## config.mk

```make
export PLATFORM = sky130hd
export DESIGN_NAME = sdram_arbit_flat
export DESIGN_NICKNAME = d
export VERILOG_FILES = /design/src/rtl/sdram_arbit_if.sv /design/src/rtl/sdram_arbit.sv /design/src/flat_wrapper.sv
export SDC_FILE = /design/constraint.sdc
export NUM_CORES = 1
export LEC_CHECK = 0
export CAP_MARGIN = 20
export CORE_MARGIN = 1
export CORE_UTILIZATION = 33
export CTS_CLUSTER_SIZE = 25
export DETAILED_ROUTE_END_ITERATION = 7
export PLACE_DENSITY = 0.92
export RECOVER_POWER = 25
export SYNTH_ARGS = -nofsm -noshare
export SYNTH_HDL_FRONTEND = slang
export SYNTH_SLANG_ARGS = --single-unit
```

## constraint.sdc

```tcl
create_clock -name sclk -period 2.4 [get_ports sclk]
set_clock_uncertainty 0.1 [all_clocks]
set_input_delay 0.48 -clock sclk [delete_from_list [all_inputs] [get_ports sclk]]
set_output_delay 0.48 -clock sclk [all_outputs]
set_load 0.01 [all_outputs]
```

## src/rtl/sdram_arbit_if.sv

```systemverilog
// SDRAM arbiter bundle: engine command/address buses, bus grants, and the muxed pin-side outputs.
// Latency: none. This file holds only wires.
// Backpressure: the grants (aref_en/wr_en/rd_en) are the only flow control; engines obey them.
interface sdram_arbit_if;
    logic        init_end;
    logic [3:0]  init_cmd;
    logic [11:0] init_addr;

    logic        aref_en;
    logic        aref_end;
    logic [3:0]  aref_cmd;
    logic [11:0] aref_addr;

    logic        wr_ask;
    logic        wr_en;
    logic        wr_end;
    logic [3:0]  wr_cmd;
    logic [11:0] wr_addr;
    logic [1:0]  wr_bank;

    logic        rd_ask;
    logic        rd_en;
    logic        rd_end;
    logic [3:0]  rd_cmd;
    logic [11:0] rd_addr;
    logic [1:0]  rd_bank;

    logic [3:0]  sdram_cmd;
    logic [11:0] sdram_addr;
    logic [1:0]  sdram_bank;
    logic        sdram_dq_oe;
    logic        ref_overrun;

    // Arbiter side: owns the grants and the pin-side bus.
    modport master (
        input  init_end, init_cmd, init_addr,
        input  aref_end, aref_cmd, aref_addr,
        input  wr_ask, wr_end, wr_cmd, wr_addr, wr_bank,
        input  rd_ask, rd_end, rd_cmd, rd_addr, rd_bank,
        output aref_en, wr_en, rd_en,
        output sdram_cmd, sdram_addr, sdram_bank, sdram_dq_oe, ref_overrun
    );

    // Engine and pin side.
    modport slave (
        output init_end, init_cmd, init_addr,
        output aref_end, aref_cmd, aref_addr,
        output wr_ask, wr_end, wr_cmd, wr_addr, wr_bank,
        output rd_ask, rd_end, rd_cmd, rd_addr, rd_bank,
        input  aref_en, wr_en, rd_en,
        input  sdram_cmd, sdram_addr, sdram_bank, sdram_dq_oe, ref_overrun
    );
endinterface

```

## src/rtl/sdram_arbit.sv

```systemverilog
// SDRAM arbiter: grants the shared command bus to init/refresh/write/read engines; owns the refresh timer.
// Latency: the pin mux is zero-latency from registered state; a grant follows its ask by one IDLE cycle.
// Backpressure: a pending refresh drops wr_en/rd_en at once; the owner keeps the bus until its *_end pulse.
module sdram_arbit #(
    parameter int REF_PERIOD = 750,
    parameter int CNT_W      = 10
) (
    input  logic          sclk,
    input  logic          srst,
    sdram_arbit_if.master bus
);

    typedef enum logic [4:0] {
        ST_INIT  = 5'b00001,
        ST_IDLE  = 5'b00010,
        ST_AREF  = 5'b00100,
        ST_WRITE = 5'b01000,
        ST_READ  = 5'b10000
    } state_t;

    localparam logic [CNT_W-1:0] CNT_MAX = CNT_W'(REF_PERIOD - 1);

    state_t           state_q;
    logic             last_wr_q;   // 1: last data grant went to WRITE, 0: to READ
    logic [CNT_W-1:0] ref_cnt_q, ref_cnt_d;
    logic             ref_req_q, ref_req_d;
    logic             ref_ovr_q, ref_ovr_d;
    logic             expire;

    // Refresh timer next-state: frozen at 0 during INIT. Expiry sets the request and wins over aref_end.
    always_comb begin
        expire    = (state_q != ST_INIT) && (ref_cnt_q == CNT_MAX);
        ref_cnt_d = ref_cnt_q;
        ref_req_d = ref_req_q;
        ref_ovr_d = ref_ovr_q | (expire & ref_req_q);
        if (state_q == ST_INIT) begin
            ref_cnt_d = '0;
        end else if (expire) begin
            ref_cnt_d = '0;
        end else begin
            ref_cnt_d = ref_cnt_q + CNT_W'(1);
        end
        if ((state_q == ST_AREF) && bus.aref_end) begin
            ref_req_d = 1'b0;
        end
        if (expire) begin
            ref_req_d = 1'b1;
        end
    end

    // Refresh timer, request and sticky overrun registers.
    always_ff @(posedge sclk) begin
        if (srst) begin
            ref_cnt_q <= '0;
            ref_req_q <= 1'b0;
            ref_ovr_q <= 1'b0;
        end else begin
            ref_cnt_q <= ref_cnt_d;
            ref_req_q <= ref_req_d;
            ref_ovr_q <= ref_ovr_d;
        end
    end

    // Bus ownership FSM: every grant returns through IDLE; refresh beats data; write/read alternate on a tie.
    always_ff @(posedge sclk) begin
        if (srst) begin
            state_q   <= ST_INIT;
            last_wr_q <= 1'b0;
        end else begin
            unique case (state_q)
                ST_INIT:  if (bus.init_end) state_q <= ST_IDLE;
                ST_IDLE: begin
                    if (ref_req_q) begin
                        state_q <= ST_AREF;
                    end else if (bus.wr_ask && (!bus.rd_ask || !last_wr_q)) begin
                        state_q   <= ST_WRITE;
                        last_wr_q <= 1'b1;
                    end else if (bus.rd_ask) begin
                        state_q   <= ST_READ;
                        last_wr_q <= 1'b0;
                    end
                end
                ST_AREF:  if (bus.aref_end) state_q <= ST_IDLE;
                ST_WRITE: if (bus.wr_end)   state_q <= ST_IDLE;
                ST_READ:  if (bus.rd_end)   state_q <= ST_IDLE;
                default:  state_q <= ST_INIT;
            endcase
        end
    end

    // Grants and pin mux decoded straight from the registered state.
    always_comb begin
        bus.aref_en     = (state_q == ST_AREF);
        bus.wr_en       = (state_q == ST_WRITE) && !ref_req_q;
        bus.rd_en       = (state_q == ST_READ)  && !ref_req_q;
        bus.sdram_dq_oe = (state_q == ST_WRITE);
        bus.ref_overrun = ref_ovr_q;
        bus.sdram_cmd   = 4'b0111;
        bus.sdram_addr  = 12'h000;
        bus.sdram_bank  = 2'b00;
        unique case (state_q)
            ST_INIT: begin
                bus.sdram_cmd  = bus.init_cmd;
                bus.sdram_addr = bus.init_addr;
            end
            ST_AREF: begin
                bus.sdram_cmd  = bus.aref_cmd;
                bus.sdram_addr = bus.aref_addr;
            end
            ST_WRITE: begin
                bus.sdram_cmd  = bus.wr_cmd;
                bus.sdram_addr = bus.wr_addr;
                bus.sdram_bank = bus.wr_bank;
            end
            ST_READ: begin
                bus.sdram_cmd  = bus.rd_cmd;
                bus.sdram_addr = bus.rd_addr;
                bus.sdram_bank = bus.rd_bank;
            end
            default: ;
        endcase
    end

endmodule

```

## src/flat_wrapper.sv

```systemverilog
// flat-port wrapper written by rule: the top's interface ports become plain ports
module sdram_arbit_flat 
#(
    parameter int REF_PERIOD = 750,
    parameter int CNT_W      = 10
)
  (sclk, srst, bus_init_end, bus_init_cmd, bus_init_addr, bus_aref_end, bus_aref_cmd, bus_aref_addr, bus_wr_ask, bus_wr_end, bus_wr_cmd, bus_wr_addr, bus_wr_bank, bus_rd_ask, bus_rd_end, bus_rd_cmd, bus_rd_addr, bus_rd_bank, bus_aref_en, bus_wr_en, bus_rd_en, bus_sdram_cmd, bus_sdram_addr, bus_sdram_bank, bus_sdram_dq_oe, bus_ref_overrun);
  sdram_arbit_if bus_i ();
  input  logic sclk;
  input  logic srst;
  input wire logic [$bits(bus_i.init_end)-1:0] bus_init_end;
  input wire logic [$bits(bus_i.init_cmd)-1:0] bus_init_cmd;
  input wire logic [$bits(bus_i.init_addr)-1:0] bus_init_addr;
  input wire logic [$bits(bus_i.aref_end)-1:0] bus_aref_end;
  input wire logic [$bits(bus_i.aref_cmd)-1:0] bus_aref_cmd;
  input wire logic [$bits(bus_i.aref_addr)-1:0] bus_aref_addr;
  input wire logic [$bits(bus_i.wr_ask)-1:0] bus_wr_ask;
  input wire logic [$bits(bus_i.wr_end)-1:0] bus_wr_end;
  input wire logic [$bits(bus_i.wr_cmd)-1:0] bus_wr_cmd;
  input wire logic [$bits(bus_i.wr_addr)-1:0] bus_wr_addr;
  input wire logic [$bits(bus_i.wr_bank)-1:0] bus_wr_bank;
  input wire logic [$bits(bus_i.rd_ask)-1:0] bus_rd_ask;
  input wire logic [$bits(bus_i.rd_end)-1:0] bus_rd_end;
  input wire logic [$bits(bus_i.rd_cmd)-1:0] bus_rd_cmd;
  input wire logic [$bits(bus_i.rd_addr)-1:0] bus_rd_addr;
  input wire logic [$bits(bus_i.rd_bank)-1:0] bus_rd_bank;
  output wire logic [$bits(bus_i.aref_en)-1:0] bus_aref_en;
  output wire logic [$bits(bus_i.wr_en)-1:0] bus_wr_en;
  output wire logic [$bits(bus_i.rd_en)-1:0] bus_rd_en;
  output wire logic [$bits(bus_i.sdram_cmd)-1:0] bus_sdram_cmd;
  output wire logic [$bits(bus_i.sdram_addr)-1:0] bus_sdram_addr;
  output wire logic [$bits(bus_i.sdram_bank)-1:0] bus_sdram_bank;
  output wire logic [$bits(bus_i.sdram_dq_oe)-1:0] bus_sdram_dq_oe;
  output wire logic [$bits(bus_i.ref_overrun)-1:0] bus_ref_overrun;
  assign bus_i.init_end = bus_init_end;
  assign bus_i.init_cmd = bus_init_cmd;
  assign bus_i.init_addr = bus_init_addr;
  assign bus_i.aref_end = bus_aref_end;
  assign bus_i.aref_cmd = bus_aref_cmd;
  assign bus_i.aref_addr = bus_aref_addr;
  assign bus_i.wr_ask = bus_wr_ask;
  assign bus_i.wr_end = bus_wr_end;
  assign bus_i.wr_cmd = bus_wr_cmd;
  assign bus_i.wr_addr = bus_wr_addr;
  assign bus_i.wr_bank = bus_wr_bank;
  assign bus_i.rd_ask = bus_rd_ask;
  assign bus_i.rd_end = bus_rd_end;
  assign bus_i.rd_cmd = bus_rd_cmd;
  assign bus_i.rd_addr = bus_rd_addr;
  assign bus_i.rd_bank = bus_rd_bank;
  assign bus_aref_en = bus_i.aref_en;
  assign bus_wr_en = bus_i.wr_en;
  assign bus_rd_en = bus_i.rd_en;
  assign bus_sdram_cmd = bus_i.sdram_cmd;
  assign bus_sdram_addr = bus_i.sdram_addr;
  assign bus_sdram_bank = bus_i.sdram_bank;
  assign bus_sdram_dq_oe = bus_i.sdram_dq_oe;
  assign bus_ref_overrun = bus_i.ref_overrun;
  sdram_arbit #(.REF_PERIOD(REF_PERIOD), .CNT_W(CNT_W)) u_core (.sclk(sclk), .srst(srst), .bus(bus_i));
endmodule
```

==> run metrics, run 1 <==
Hold Path Class flip-flop to flip-flop; reg2reg path depth 6; placement row count 21; CTS tree yes; unrepaired setup endpoints after global routing no; CP max stage delay 0.37 ns; number of flops mapped to enable cells by yosys 0; die area 4030 um2; clk slew on worst S/H paths 0.07 ns; Max Transition Viols Final 0; DR WL/cell 15.9 um; Crit path max-delay family simple AND/OR/NAND/NOR gates; asr flop ratio synth 0; DRC Markers 0; Die X 63.5 um; clock share of power 0.200; CP bufs+invs 2; r2r startpoint u_core.state_q[4]; Comb power frac 0.476; Worst Hold End u_core.bus.ref_overrun; Crit. End Element output pin; share of layout cells above drive strength 1 0.133; GP Congestion 0.818; all-layer global routing usage 0.242; Num CTS Buffers 3; reg2reg setup slack 0.72 ns; final hold vios 0; largest net degree at the start of global routing 19; final WL 5.05 mm; global-route wire length before repair 7.67 mm; Buffers on Ports 98; Final Cell Area 2470 um2; 1st-iter DRT viols 131; Worst VDD drop 401 uV; shortest period the worst path allows 2.30 ns; switch share 0.314; H-tree Lvls 1; post-route clock period utilization 0.957; RR Endpoint u_core.state_q[1]; critical path arrival 1.72 ns; P_int 0.717 mW; maximum root-to-sink buffer count 2; DPL Wire Length 3.90 mm; synthesis-stage register bit count 18; clk root buf clkbuf_8; Vert. Die Dim 63.5 um; area grow syn2layout 98.1%; power density cells 423 nW/um2; Critical Path Fanout Max 8; Worst setup SP type flip-flop; Syn Area/Cell 7.70 um2; Max Cap Viol 0; CP Data Required Time 1.82 ns; sequential-to-total area share from yosys stat 0.289; total number of vias 1692; synth warn 0; sequential power share 0.323; final setup fails 0; antenna cells 0; # hold bufs at CTS 0; drt pass-1 iters 4; io pins 99; Detail Route Antenna Nets 0; Skew-Pair Late Insertion Delay 0.26 ns; hold path startpoint u_core.bus.ref_overrun; Max Freq 435 MHz; number of setup buffers added after CTS 0; total grt overflow 0; Cell Area, Placed 2370 um2; kind of critical path flip-flop to output pin; Via density 5.34; Initial Utilization 0.360; Syn Nets 240; outcome finished, final reports clean; clk sinks 18; synthesized area 1250 um2; initial antenna violation count 0; slowest stage cell, crit path dfxtp_4; hold depth 2; vias in the first global route 1598; Total Nets Final 351; cell count after synthesis 162; Core ar. 3470 um2; Pleak 1.11 nW; Netlist cell types 37; hold slack final 0.378 ns; Primary FF master, synth dfxtp_1; crit path cell chain nor4_4 -> and2_4 -> buf_6 -> a22oi_1 -> nand2_1 -> dlygate4sd2_1; Slew HR 0.708; actual slew at the worst max-slew pin 0.434 ns; Psw 0.329 mW
cell usage in the layout (no fill, tap or decap), drive strengths merged, types with 2 or more instances in the layout:
master	Yosys	layout
nor4	5	5
ha	2	2
nand2	23	23
a22oi	32	32
nor2	17	17
nand3b	2	2
clkdlybuf4s50	0	75
dlygate4sd2	0	4
o22ai	2	2
nand3	7	7
dfxtp	18	18
nor3	5	5
nor3b	2	2
xor2	2	2
inv	5	5
clkbuf	2	9
a21oi	3	3
nor2b	2	2
a22o	2	2
dlymetal6s2s	0	14
buf	8	16
xnor2	6	6
and3b	2	2
through the flow:
stage / std cells / power [mW] / util / setup TNS, ns / setup WS, ns
after global placement: 314 / 0.839 / 0.684 / 0 / 0.0468
final: 317 / 1.05 / 0.712 / 0 / 0.103
after detailed placement: 314 / 0.853 / 0.684 / -0.443 / -0.0841
after global routing: 317 / 1.10 / 0.712 / 0 / 0.000130
after CTS: 317 / 1.05 / 0.702 / -2.38 / -0.218
after floorplan: 162 / 0.561 / - / 0 / 0.407
synth_stat cells (3+ instances only):
master | n | area (um2)
nand3_1 | 7 | 35.0
nor4_1 | 5 | 31.3
nor3_1 | 4 | 20.0
dfxtp_1 | 18 | 360
nor2_1 | 17 | 63.8
nand2_1 | 23 | 86.3
buf_2 | 6 | 30.0
xnor2_1 | 6 | 52.6
a22oi_1 | 32 | 240
inv_1 | 5 | 18.8
a21oi_1 | 3 | 15.0
how the worst max path moves through the flow:
| stage | from | end | slack [ns] | depth (start not counted) |
|---|---|---|---|---|
| 2_1_floorplan | u_core.state_q[4] | bus_sdram_cmd[2] | 0.41 | 5 |
| 3_3_place_gp | u_core.state_q[4] | bus_sdram_cmd[2] | 0.05 | 5 |
| 3_5_place_dp | u_core.state_q[4] | bus_sdram_cmd[0] | -0.08 | 5 |
| 4_1_cts | u_core.state_q[1] | bus_sdram_addr[7] | -0.22 | 7 |
| 5_1_grt | u_core.state_q[4] | bus_sdram_addr[8] | 0.0001 | 7 |
| 6_report | u_core.state_q[1] | bus_sdram_addr[8] | 0.10 | 6 |
per-layer routing:
metal / part of all wire / up-vias / GRT usage
met4: 0.038 / 0 / 0.125
li1: - / 821 / -
met1: 0.38 / 771 / 0.270
met2: 0.49 / 83 / 0.419
met3: 0.086 / 17 / 0.0634
met5: 0 / - / 0
power by group through the flow:
stage | registers, mW | logic (mW) | clock network, mW
after floorplan | 0.335 | 0.226 | 0
after global placement | 0.335 | 0.505 | 0
after detailed placement | 0.336 | 0.517 | 0
after CTS | 0.334 | 0.506 | 0.211
after global routing | 0.339 | 0.534 | 0.222
final | 0.338 | 0.498 | 0.210
state kept, by name, summed over array words and instances, names as in the netlist:
| register | flops |
|---|---|
| u_core.ref_cnt_q | 10 |
| u_core.state_q | 5 |
| u_core.bus.ref_overrun | 1 |
| u_core.last_wr_q | 1 |
| u_core.ref_req_q | 1 |
cell families (layout without fill, tap and decap cells):
kind of cell / after synthesis / after routing / share of synthesized area
xor+xnor: 8 / 8 / 0.0562
simple gates: 71 / 71 / 0.284
buf+inv: 15 / 124 / 0.0632
fa+ha+maj: 2 / 2 / 0.0201
compound gates: 48 / 48 / 0.288
flops: 18 / 18 / 0.289
tightest hold or removal path, stage by stage, from the launching register on:
cell and delay [ns]:
dfxtp_1 0.31, inv_1 0.05, o22ai_1 0.07
final cells by class:
class / instances / area, um2
well taps: 46 / 57.6
clock buffers: 3 / 41.3
repair buffers: 116 / 1140
multi-input cells: 129 / 832
flip-flops and latches: 18 / 379
fillers: 253 / 997
inverters: 5 / 18.8
repair_timing:
item,in CTS,in global routing
resized for setup,20,29
setup endpoints to repair,21,18
gates cloned,0,0
pin swaps,2,1
Power figures use the tool's default switching activity.
==> run 2: changes to the inputs <==
Settings changed: PLACE_DENSITY 0.92 to 0.8.
==> run 2 against run 1 <==
Effect of this change:
- the run now ends with setup timing left
- first-iteration DRC count shrank 47%
- via count shrank 0.95%
- critical path depth grew 1
- combinational power grew 5.2%
- critical path type unchanged
==> run metrics, run 2 (synthesis results as in run 1) <==
outcome finished with violations; failing checks setup timing; Setup TNS -0.427 ns; clk slew on worst S/H paths 0.06 ns; initial antenna violation count 0; post-route clock period utilization 1.06; Worst setup SP type flip-flop; Reg with most FFs u_core.ref_cnt_q; placement row count 21; r2r startpoint u_core.state_q[4]; top flop regs u_core.ref_cnt_q x10, u_core.state_q x5; share of layout cells above drive strength 1 0.140; CTS tree yes; final hold vios 0; maximum root-to-sink buffer count 2; total grt overflow 0; critical path arrival 1.95 ns; max reg flops 10; commonest cells after routing, fill and taps aside clkdlybuf4s50_1, a22oi_1, nand2_1, nor2_1, dlymetal6s2s_1; placed cell count 308; Buffers on Ports 98; Core ar. 3470 um2; # hold bufs at CTS 0; die area 4030 um2; Via density 5.27; drt pass-1 iters 5; largest net degree at the start of global routing 21; Crit. End Element output pin; final setup fails 4; DR WL/cell 16.9 um; power density cells 435 nW/um2; vias in the first global route 1548; Vert. Die Dim 63.5 um; CP Data Required Time 1.82 ns; Max Transition Viols Final 0; DPL Wire Length 3.89 mm; io pins 99; Critical Path Fanout Max 7; 1st-iter DRT viols 69; final WL 5.38 mm; GP Congestion 0.863; actual slew at the worst max-slew pin 0.477 ns; crit path setup slack, layout -0.132 ns; antenna cells 0; area grow syn2layout 103%; unrepaired setup endpoints after global routing yes; Die X 63.5 um; DRC Markers 0; Non-Filler Instances 318; Pleak 1.18 nW; kind of critical path flip-flop to output pin; most common cell after layout, fill and taps aside clkdlybuf4s50_1; Worst VDD drop 641 uV; Worst Setup SP u_core.state_q[4]; Num CTS Buffers 3; Max Freq 395 MHz; Slew HR 0.679; all-layer global routing usage 0.240; total number of vias 1676; Total Nets Final 351; hold path startpoint u_core.bus.ref_overrun; Max Cap Viol 0; clk sinks 18; Initial Utilization 0.360; Skew-Pair Late Insertion Delay 0.25 ns; global-route wire length before repair 7.56 mm; Hold Path Class flip-flop to flip-flop; Detail Route Antenna Nets 0; H-tree Lvls 1; clk root buf clkbuf_8; shortest period the worst path allows 2.53 ns
-- run 2: power breakdown --
part	internal, mW	leakage [nW]	switching [mW]
combinational	0.312	1.00	0.212
sequential	0.316	0.148	0.0209
clock	0.146	0.0288	0.0964
-- run 2: cell type report --
class	count	area (um2)
fill	259	932
sequential	18	369
clock buffer	4	55.1
multi-input combinational	129	831
inverter	5	18.8
tap	46	57.6
timing repair buffer	116	1200
-- run 2: worst paths after layout --
check | end | slack, ns | cells past startpoint
max reg2reg | u_core.state_q[1] | 0.51 | 7
min | u_core.bus.ref_overrun | 0.37 | 2
max | bus_sdram_addr[11] | -0.13 | 7
min reg2reg | u_core.bus.ref_overrun | 0.37 | 2
-- run 2: metrics by stage --
| step | area (um2) | hold slack (ns) | utilization | total power [mW] | worst slack (ns) |
|---|---|---|---|---|---|
| floorplan | 1250 | 0.345 | - | 0.561 | 0.407 |
| global placement | 2320 | 0.358 | 0.668 | 0.846 | 0.0476 |
| detailed placement | 2320 | 0.368 | 0.668 | 0.854 | 0.0155 |
| CTS | 2380 | 0.381 | 0.688 | 1.09 | -0.205 |
| global route | 2540 | 0.406 | 0.731 | 1.17 | -0.217 |
| finish | 2540 | 0.371 | 0.731 | 1.10 | -0.132 |
-- run 2: repair_timing --
item / CTS / global route
setup buffers: 0 / 4
setup endpoints to repair: 22 / 22
pin swaps: 0 / 1
cloned: 0 / 2
gates resized for setup: 11 / 36
-- run 2: worst max-delay path: stages (launching register included) --
cell	delay [ns]
dfxtp_2	0.35
nor4_2	0.28
nand2_1	0.12
inv_2	0.12
buf_6	0.14
a22oi_1	0.07
nand2_1	0.07
clkdlybuf4s50_1	0.53
-- run 2: routing by layer --
metal	vias up	GRT usage	wire [um]
met2	67	0.420	2670
met3	6	0.0634	398
li1	827	-	-
met4	0	0.0710	68
met1	776	0.283	2240
met5	-	0	0
